## src/rtl/if_ent_arbiter.sv

```systemverilog
// Round-robin arbiter sharing one IfEnt compare-and-adjust datapath among NREQ requesters.
// Returns result, requester ID and divide-by-zero flag over a single valid/ready channel.

module if_ent (
   input  logic [7:0] a,
   input  logic [7:0] b,
   output logic [7:0] xout
);
   logic [7:0] sq;
   logic [7:0] div;

   always_comb begin
      sq   = a * a;
      div  = (a == 8'd0) ? 8'd1 : a;
      xout = '0;
      if (a > b)
         xout = a;
      else if (b > a)
         xout = {a[6:0], 1'b0} - b;
      else if (a != 8'd0)
         xout = (sq / div) + 8'd1;
   end
endmodule

module if_ent_arbiter #(
   parameter int NREQ = 4,
   parameter int IDW  = (NREQ > 2) ? $clog2(NREQ) : 1,
   parameter int CW   = 16
) (
   input  logic              CLK,
   input  logic              RST,
   input  logic [NREQ-1:0]   REQ_VALID,
   input  logic [8*NREQ-1:0] REQ_A,
   input  logic [8*NREQ-1:0] REQ_B,
   output logic [NREQ-1:0]   REQ_READY,
   output logic              RES_VALID,
   input  logic              RES_READY,
   output logic [7:0]        RES_DATA,
   output logic [IDW-1:0]    RES_ID,
   output logic              RES_ERR,
   output logic [CW-1:0]     DONE_CNT
);
   typedef enum logic [1:0] {IDLE, EXEC, RESP} state_t;

   state_t         state, state_nx;
   logic [IDW-1:0] ptr;
   logic [IDW-1:0] gid;
   logic [IDW-1:0] gnt;
   logic [IDW-1:0] cand;
   logic           gnt_any;
   logic [7:0]     op_a, op_b, xout;
   logic           err;

   if_ent u_dp (
      .a    (op_a),
      .b    (op_b),
      .xout (xout)
   );

   // First valid requester scanning from ptr upward, wrapping at NREQ.
   always_comb begin
      gnt_any = 1'b0;
      gnt     = '0;
      cand    = '0;
      for (int unsigned k = 0; k < NREQ; k++) begin
         cand = IDW'((32'(ptr) + k) % NREQ);
         if (!gnt_any && REQ_VALID[cand]) begin
            gnt_any = 1'b1;
            gnt     = cand;
         end
      end
   end

   always_comb begin
      state_nx  = state;
      REQ_READY = '0;
      RES_VALID = 1'b0;
      case (state)
         IDLE: begin
            if (gnt_any && !RST) begin
               REQ_READY[gnt] = 1'b1;
               state_nx       = EXEC;
            end
         end
         EXEC: state_nx = RESP;
         RESP: begin
            RES_VALID = 1'b1;
            if (RES_READY)
               state_nx = IDLE;
         end
         default: state_nx = IDLE;
      endcase
   end

   always_ff @(posedge CLK or posedge RST) begin
      if (RST)
         state <= IDLE;
      else
         state <= state_nx;
   end

   assign err = (op_a == 8'd0) && (op_b == 8'd0);

   always_ff @(posedge CLK or posedge RST) begin
      if (RST) begin
         op_a     <= '0;
         op_b     <= '0;
         gid      <= '0;
         ptr      <= '0;
         RES_DATA <= '0;
         RES_ID   <= '0;
         RES_ERR  <= 1'b0;
         DONE_CNT <= '0;
      end else begin
         case (state)
            IDLE: begin
               if (gnt_any) begin
                  op_a <= REQ_A[8*gnt +: 8];
                  op_b <= REQ_B[8*gnt +: 8];
                  gid  <= gnt;
               end
            end
            EXEC: begin
               RES_DATA <= err ? '0 : xout;
               RES_ID   <= gid;
               RES_ERR  <= err;
            end
            RESP: begin
               // Just-served requester drops to lowest priority.
               if (RES_READY) begin
                  ptr      <= (gid == IDW'(NREQ - 1)) ? '0 : gid + 1'b1;
                  DONE_CNT <= DONE_CNT + 1'b1;
               end
            end
            default: ;
         endcase
      end
   end
endmodule

```

## config.mk

```make
export PLATFORM = sky130hd
export DESIGN_NAME = if_ent_arbiter
export DESIGN_NICKNAME = d
export VERILOG_FILES = /design/src/rtl/if_ent_arbiter.sv
export SDC_FILE = /design/constraint.sdc
export NUM_CORES = 1
export LEC_CHECK = 0
export ABC_AREA = 1
export CAP_MARGIN = 20
export CELL_PAD_IN_SITES_DETAIL_PLACEMENT = 1
export CELL_PAD_IN_SITES_GLOBAL_PLACEMENT = 1
export CORE_MARGIN = 4
export CORE_UTILIZATION = 35
export DETAILED_ROUTE_END_ITERATION = 8
export PLACE_DENSITY = 0.75
export RECOVER_POWER = 25
export SYNTH_ARGS = -nofsm -noshare
export SYNTH_HDL_FRONTEND = slang
export SYNTH_HIERARCHICAL = 1
export SYNTH_SLANG_ARGS = --single-unit
```

## constraint.sdc

```tcl
create_clock -name CLK -period 10.7 [get_ports CLK]
set_input_delay 2.14 -clock CLK [delete_from_list [all_inputs] [get_ports CLK]]
set_output_delay 2.14 -clock CLK [all_outputs]
set_load 0.03 [all_outputs]
```

==> flow_summary.ini, run 1 <==
[synthesis]
synth.distinct_cells = 49
synth-async-reset-ratio = 1.000
yosys_most_used_dff = dfrtp_1
synthMuxAreaShare = 0
syn_area_per_cell_sq_um = 6.461
synth.largest_area_cell = nand2_1
yosysSeqAreaShare = 0.2036
synth-simple-area-share = 0.3748
synth_area_leaders = nand2_1, dfrtp_1, ha_1, inv_1, nand3_1
ys_seq_elements = 49
synth_edf_count = 0
synth_top_family_by_area = simple AND/OR/NAND/NOR gates
synth_compound_area_frac = 0.09350
syn_nets = 1078
yosys.area.top_type_share = 0.2144
yosysWarningCount = 6
synth_xor_area_frac = 0.05381
syn-cell-area_sq_um = 6022
yosys.area_share.adder = 0.1683
synth_cells = 932

[placed_design]
port_buffers = 102
placed_cells = 1315
dp_hpwl_mm = 15.49
gp_congestion = 0.8453

[timing]
fmax_mhz = 82.73
rsz0062_at_grt = yes
slew_viol_final = 31
period_needed_ns = 12.09
layout_setup_ws_ns = -1.388
fin_crit_sh = 1.130
relSlewSlack = -0.06430
hold_viol = 0
clock_skew_ns = 0.01450
setup_viol = 8
worstMarginPinSlew_ns = 1.596

[worst_setup_path]
critPathKind = flip-flop to flip-flop
crit_path_end_kind = flip-flop
crit_top_cell = nand2_2
worstPathArrival_ns = 12.31
cp_slowest_cell = fa_1
crit_required_ns = 10.93
crit_path_max_fanout = 6
max_stage_delay_ns = 0.54
start_kind = flip-flop

[detailed_routing]
wl_mm = 23.57
vias = 6894
drt-initial-drc-count = 280
via_per_inst = 5.047
drt_pre_antenna_iters = 4
routedWlPerCell_um = 17.26
ant_nets = 0
drc = 0

[global_routing]
grt_pass1_wl_mm = 34.31
grt.total_usage = 0.2089
antenna_found_initial = 0
grt_pass1_vias = 7001
grt_start_max_net_pins = 50
overflow = 0

[floorplanning]
dieHeight_um = 139.2
rows = 47
placeableCoreArea_sq_um = 16700
pin_count = 103
initial_utilization = 0.3606
die_area_sq_um = 19370
die_w_um = 139.2

[clock_tree]
cts_tree = built
clkTransAtPathRegs_ns = 0.08
cts_hold_buffers = 0
htree_levels = 2
root_buffer = clkbuf_16
cts.sinks = 49
cts_buffer_depth = 2
clk_latency_ns = 0.30
cts_inserted_buffers = 5

[min_path]
worstHoldPathType = flip-flop to flip-flop

[layout]
syn_to_final_growth_pct = 51.96
nets = 1291
antenna_cells = 0
drive_gt1_frac = 0.2749
stdcell_count = 1366

[run_status]
failed_checks = max-capacitance violations, max-slew violations, negative setup slack
status = complete, but fails checks

[flow_run]
drv_cap = 1
## per-layer routing
metal | GRT usage | vias up | part of all wire
met5 | 0 | - | 0
met4 | 0.05149 | 0 | 0.029
met3 | 0.02655 | 48 | 0.038
met2 | 0.3863 | 149 | 0.53
met1 | 0.2565 | 3310 | 0.41
li1 | - | 3387 | -
## layout make-up
cell class | instances | area [sq um]
Timing Repair Buffer | 227 | 2002
Clock buffer | 5 | 125.1
Inverter | 130 | 505.5
Clock inverter | 3 | 25.02
Multi-Input combinational cell | 730 | 4972
Sequential cell | 49 | 1230
Timing Repair inverter | 2 | 16.27
Fill cell | 2106 | 7550
Tap cell | 220 | 275.3
## cells by family after synthesis
logic type	Yosys count
compound gates	96
simple gates	522
fa+ha+maj	75
xor+xnor	37
flops	49
buf+inv	153
## registers in the layout, indices dropped and copies added (netlist names)
signal    cells
RES_ERR       1
RES_DATA      8
ptr           2
RES_ID        2
DONE_CNT     16
op_a          8
gid           2
op_b          8
state         2
## placed cells by master, fill, tap and decap left out, drive strengths merged, types with 3 or more instances in the layout
| cell type | n |
|---|---|
| inv | 131 |
| dfrtp | 49 |
| clkdlybuf4s50 | 100 |
| xnor2 | 12 |
| o211ai | 3 |
| xor2 | 25 |
| or2 | 3 |
| clkbuf | 6 |
| ha | 65 |
| a21oi | 31 |
| buf | 124 |
| nor2 | 55 |
| nand3 | 75 |
| o21bai | 3 |
| nand4 | 9 |
| and2 | 3 |
| o21ai | 47 |
| nor3 | 13 |
| nor4 | 3 |
| fa | 10 |
| nand2 | 356 |
## worst max-delay path, delay by kind of cell, from the launching register on
family                     cells  cell delay, ns
and+or+nand+nor               36            3.55
AOI/OAI and AO/OA             17            2.35
buffers and inverters         14            1.19
adders and majority gates     13            4.04
DFF                            1            0.44
xor gates and xnor gates       2            0.44
## per-stage QoR
step | utilization | hold WS, ns | instance area [sq um] | worst slack (ns) | setup TNS (ns)
after CTS | 0.5178 | 0.5043 | 8648 | -0.6960 | -5.378
after global placement | 0.4784 | 0.4588 | 7990 | -0.7003 | -4.777
after floorplan | - | 0.4753 | 6230 | -0.1924 | -1.330
final | 0.5479 | 0.4969 | 9151 | -1.388 | -10.62
after global routing | 0.5479 | 0.5290 | 9151 | -1.974 | -15.25
after detailed placement | 0.4784 | 0.4839 | 7990 | -1.102 | -8.276
## cell usage after synthesis, drive strengths merged (6+ instances only)
| cell type | count |
|---|---|
| xor2 | 25 |
| o21ai | 47 |
| dfrtp | 49 |
| fa | 10 |
| a21oi | 31 |
| clkbuf | 6 |
| nand2 | 356 |
| nand4 | 9 |
| buf | 17 |
| nand3 | 75 |
| nor3 | 13 |
| nor2 | 55 |
| xnor2 | 12 |
| inv | 129 |
| ha | 65 |
## worst paths after layout
path / startpoint / endpoint / slack [ns] / cells after the start
min in group asynchronous: RST / state[1] / 2.43 / 2
worst min register to register: DONE_CNT[15] / DONE_CNT[15] / 0.50 / 1
worst max register to register: op_a[2] / RES_DATA[7] / -1.39 / 82
worst max-delay path: op_a[2] / RES_DATA[7] / -1.39 / 82
max in group asynchronous: RST / op_a[3] / 6.21 / 3
worst min-delay path: DONE_CNT[15] / DONE_CNT[15] / 0.50 / 1
## what timing repair did
action / 4_1_cts / 5_1_grt
pin swaps: 58 / 79
resized for setup: 64 / 84
gates cloned: 3 / 0
hold endpoints to repair: 0 / 0
endpoints found under the setup margin: 8 / 8
buffers inserted: 24 / 15
Power of run 1 is not shown: default switching activity piles up to over one toggle a cycle in this logic, so the estimate is an artifact.
==> run 2, diff against run 1 <==
Settings changed: REMOVE_ABC_BUFFERS set to 1.
==> flow_summary.ini, run 2 (synthesis results as in run 1) <==
[run_status]
status = complete, but fails checks
failed_checks = max-capacitance violations, max-slew violations, negative setup slack

[worst_setup_path]
start_kind = flip-flop
crit_path_end_kind = flip-flop
critPathKind = flip-flop to flip-flop
cp_slowest_cell = fa_2
crit_family = adder cells
worstPathArrival_ns = 12.72
max_stage_delay_ns = 0.52
path_buf_inv = 15
crit_top_cell = nand2_1
crit_path_max_fanout = 8
crit_required_ns = 10.88

[layout]
final_common_cell = nand2_1
drive_gt1_frac = 0.3114
final_cell_mix = nand2_1, buf_4, inv_1
syn_to_final_growth_pct = 58.55
largest_register_ff_count = 16
antenna_cells = 0
nets = 1333
final_util = 0.5717
regMostFlops = DONE_CNT

[timing]
slew_viol_final = 34
setup_viol = 8
fin_crit_sh = 1.172
relSlewSlack = -0.2632
fmax_mhz = 79.77
hold_viol = 0
clock_skew_ns = 0.01061
worstMarginPinSlew_ns = 1.895
layout_setup_ws_ns = -1.836
period_needed_ns = 12.54
rsz0062_at_grt = yes

[floorplanning]
rows = 47
placeableCoreArea_sq_um = 16700
die_w_um = 139.2
dieHeight_um = 139.2
die_area_sq_um = 19370
pin_count = 103
initial_utilization = 0.3606

[global_routing]
grt_use_met3 = 0.03310
grt_start_max_net_pins = 50
grt.met2_usage = 0.4372
overflow = 0
use_met1 = 0.2701
grt_pass1_wl_mm = 37.87
grt_pass1_vias = 7738
grt.total_usage = 0.2329
busiest_layer = met2
antenna_found_initial = 0

[clock_tree]
cts.sinks = 49
cts_hold_buffers = 0
root_buffer = clkbuf_16
cts_inserted_buffers = 5
cts_buffer_depth = 2
clkTransAtPathRegs_ns = 0.07
cts_tree = built
htree_levels = 2
clk_latency_ns = 0.30

[detailed_routing]
ant_nets = 0
routedWlPerCell_um = 18.95
via_per_inst = 5.190
drc = 0
drt-initial-drc-count = 321
vias = 7307
wl_mm = 26.69
drt_pre_antenna_iters = 4

[placed_design]
port_buffers = 102
gp_congestion = 0.8049
dp_hpwl_mm = 15.33
pre_cts_ws_ns = -1.503

[flow_run]
drv_cap = 1

[min_path]
worstHoldPathType = flip-flop to flip-flop
==> run 2: cell count changes in the layout (fill, tap and decap cells not counted), moves of 3 or more <==
cell	previous run	this run
o21ai_2	11	15
ha_1	39	42
buf_4	114	151
o21ai_1	14	8
nand2_4	10	13
nor2_4	3	6
buf_6	9	16
a21oi_1	18	15
nor2_1	45	41
ha_4	25	21
a21oi_4	2	6
==> run 2: final cells by class <==
cell class,instances,area [sq um]
Tap cell,220,275.3
Fill cell,2125,7153
Clock buffer,6,128.9
Timing Repair Buffer,270,2338
Clock inverter,2,13.76
Inverter,130,498.0
Sequential cell,49,1230
Multi-Input combinational cell,731,5064
==> run 2: path summary, 6_finish.rpt <==
check / cells past startpoint / slack (ns) / startpoint / endpoint
min in group asynchronous: 2 / 2.41 / RST / gid[0]
max in group asynchronous: 3 / 6.10 / RST / RES_DATA[0]
hold / removal: 1 / 0.49 / RES_ERR / RES_ERR
hold reg to reg: 1 / 0.49 / RES_ERR / RES_ERR
setup / recovery: 79 / -1.84 / op_a[3] / RES_DATA[2]
setup reg to reg: 79 / -1.84 / op_a[3] / RES_DATA[2]
==> run 2: worst register-to-register path, delay by kind of cell, from the launching register on <==
kind | cells | cell delay (ns)
and+or+nand+nor | 35 | 3.65
DFF | 1 | 0.46
adders and majority gates | 13 | 4.10
buffers and inverters | 15 | 1.50
xor gates and xnor gates | 1 | 0.30
AOI/OAI and AO/OA | 15 | 2.44
==> run 2: repair_timing <==
action | 4_1_cts | 5_1_grt
setup endpoints to repair | 8 | 8
gates cloned | 1 | 0
gates resized for setup | 129 | 96
setup buffers | 48 | 18
hold endpoints to repair | 0 | 0
pin swaps | 88 | 79
==> run 2: through the flow <==
stage	hold WS [ns]	instances	area (sq um)	setup TNS, ns
CTS	0.4892	1389	8955	-4.564
global placement	0.4603	1332	7926	-7.236
floorplan	0.4753	909	5872	-6.198
finish	0.4922	1408	9548	-13.54
detailed placement	0.4798	1332	7926	-11.43
global route	0.5187	1408	9548	-18.73
==> run 2: per-layer routing <==
metal | vias to the layer above | share of wire | wire (um)
met2 | 232 | 0.52 | 13820
met4 | 0 | 0.046 | 1218
met3 | 94 | 0.047 | 1260
met5 | - | 0 | 0
li1 | 3474 | - | -
met1 | 3507 | 0.39 | 10390
Power of run 2 is left out for the same reason.
==> run 3, diff against run 2 <==
Settings changed: PLACE_DENSITY 0.75 to not set, PLACE_DENSITY_LB_ADDON set to 0.3.
==> flow_summary.ini, run 3 (synthesis results as in run 1) <==
[timing]
period_needed_ns = 12.25
hold_viol = 0
slew_viol_final = 0
layout_setup_ws_ns = -1.551
setup_viol = 8
fin_crit_sh = 1.145
clock_skew_ns = 0.004378
relSlewSlack = 0.01958
worstMarginPinSlew_ns = 1.471
fmax_mhz = 81.62
rsz0062_at_grt = yes

[layout]
nets = 1317
final_common_cell = nand2_1
stdcell_count = 1393
drive_gt1_frac = 0.3072
postLayoutCellArea_sq_um = 9485
regMostFlops = DONE_CNT
largest_register_ff_count = 16
fillerInstances = 2077
final_cell_mix = nand2_1, buf_4, inv_1
syn_to_final_growth_pct = 57.51

[worst_setup_path]
r2r_start = op_a[4]
cp_slowest_cell = fa_1
max_stage_delay_ns = 0.55
critPathKind = flip-flop to flip-flop
worstPathArrival_ns = 12.47
cp-startpoint = op_a[4]
crit_required_ns = 10.91
crit_path_end_kind = flip-flop
start_kind = flip-flop
crit_top_cell = nand2_2
rrSetupSlack_ns = -1.55
crit_path_max_fanout = 8

[min_path]
hp-start = DONE_CNT[15]
worstHoldPathType = flip-flop to flip-flop

[clock_tree]
clk_latency_ns = 0.29
clkTransAtPathRegs_ns = 0.07
root_buffer = clkbuf_16
htree_levels = 2
cts.sinks = 49
cts_inserted_buffers = 5
cts_tree = built
cts_buffer_depth = 2
cts_hold_buffers = 0

[global_routing]
grt_start_max_net_pins = 50
grt.total_usage = 0.2236
overflow = 0
grt_pass1_wl_mm = 36.58
antenna_found_initial = 1
grt_pass1_vias = 7433

[placed_design]
placed_area_sq_um = 7889
port_buffers = 102
gp_congestion = 0.8672
placed_cells = 1327
dp_hpwl_mm = 15.26
pre_cts_ws_ns = -1.604

[floorplanning]
dieHeight_um = 139.2
pin_count = 103
rows = 47
die_area_sq_um = 19370
placeableCoreArea_sq_um = 16700
initial_utilization = 0.3606
die_w_um = 139.2

[detailed_routing]
drt-initial-drc-count = 275
drt_pre_antenna_iters = 5
drc = 0
via_per_inst = 5.135
routedWlPerCell_um = 17.70
vias = 7153
wl_mm = 24.66
ant_nets = 0

[run_status]
failed_checks = negative setup slack
status = complete, but fails checks

[flow_run]
drv_cap = 0
-- run 3: routing by layer --
metal / vias up / wire length (um) / GRT usage
met1: 3399 / 9574 / 0.2616
met2: 227 / 12820 / 0.4160
li1: 3441 / - / -
met3: 86 / 1227 / 0.03276
met4: 0 / 1042 / 0.07467
met5: - / 0 / 0
-- run 3: cell type report --
| cell class | count | area [sq um] | share of cell area |
|---|---|---|---|
| antenna | 1 | 2.502 | 0.0002638 |
| clock buffer | 6 | 128.9 | 0.01359 |
| clock inverter | 2 | 13.76 | 0.001451 |
| inverter | 130 | 503.0 | 0.05303 |
| multi-input combinational | 731 | 5112 | 0.5390 |
| sequential | 49 | 1227 | 0.1294 |
| tap | 220 | 275.3 | 0.02902 |
| timing repair buffer | 252 | 2208 | 0.2328 |
| timing repair inverter | 2 | 13.76 | 0.001451 |
-- run 3: path summary, 6_finish.rpt --
kind                                end  cells after the start
max reg2reg                 RES_DATA[3]                     82
max                         RES_DATA[3]                     82
max in group asynchronous   RES_DATA[2]                      3
min                        DONE_CNT[15]                      1
min reg2reg                DONE_CNT[15]                      1
min in group asynchronous   RES_DATA[6]                      2
-- run 3: through the flow --
stage	util	setup TNS (ns)	hold slack, ns
finish	0.5680	-11.64	0.4878
global route	0.5680	-17.13	0.5102
floorplan	-	-6.198	0.4753
detailed placement	0.4724	-11.73	0.4767
CTS	0.5297	-4.832	0.4885
global placement	0.4724	-6.980	0.4617
-- run 3: critical path: cells and delay by family, from the launching register on --
kind | cells | cell delay [ns]
buf+inv | 16 | 1.55
simple gates | 34 | 3.40
flops | 1 | 0.39
xor+xnor | 1 | 0.15
compound gates | 18 | 2.88
fa+ha+maj | 13 | 3.79
-- run 3: what timing repair did --
action,CTS,global route
gates cloned,3,0
pin swaps,91,86
resized for setup,127,107
buffers inserted,35,18
setup endpoints to repair,8,8
endpoints found under the hold margin,0,0
Power of run 3 is left out for the same reason.
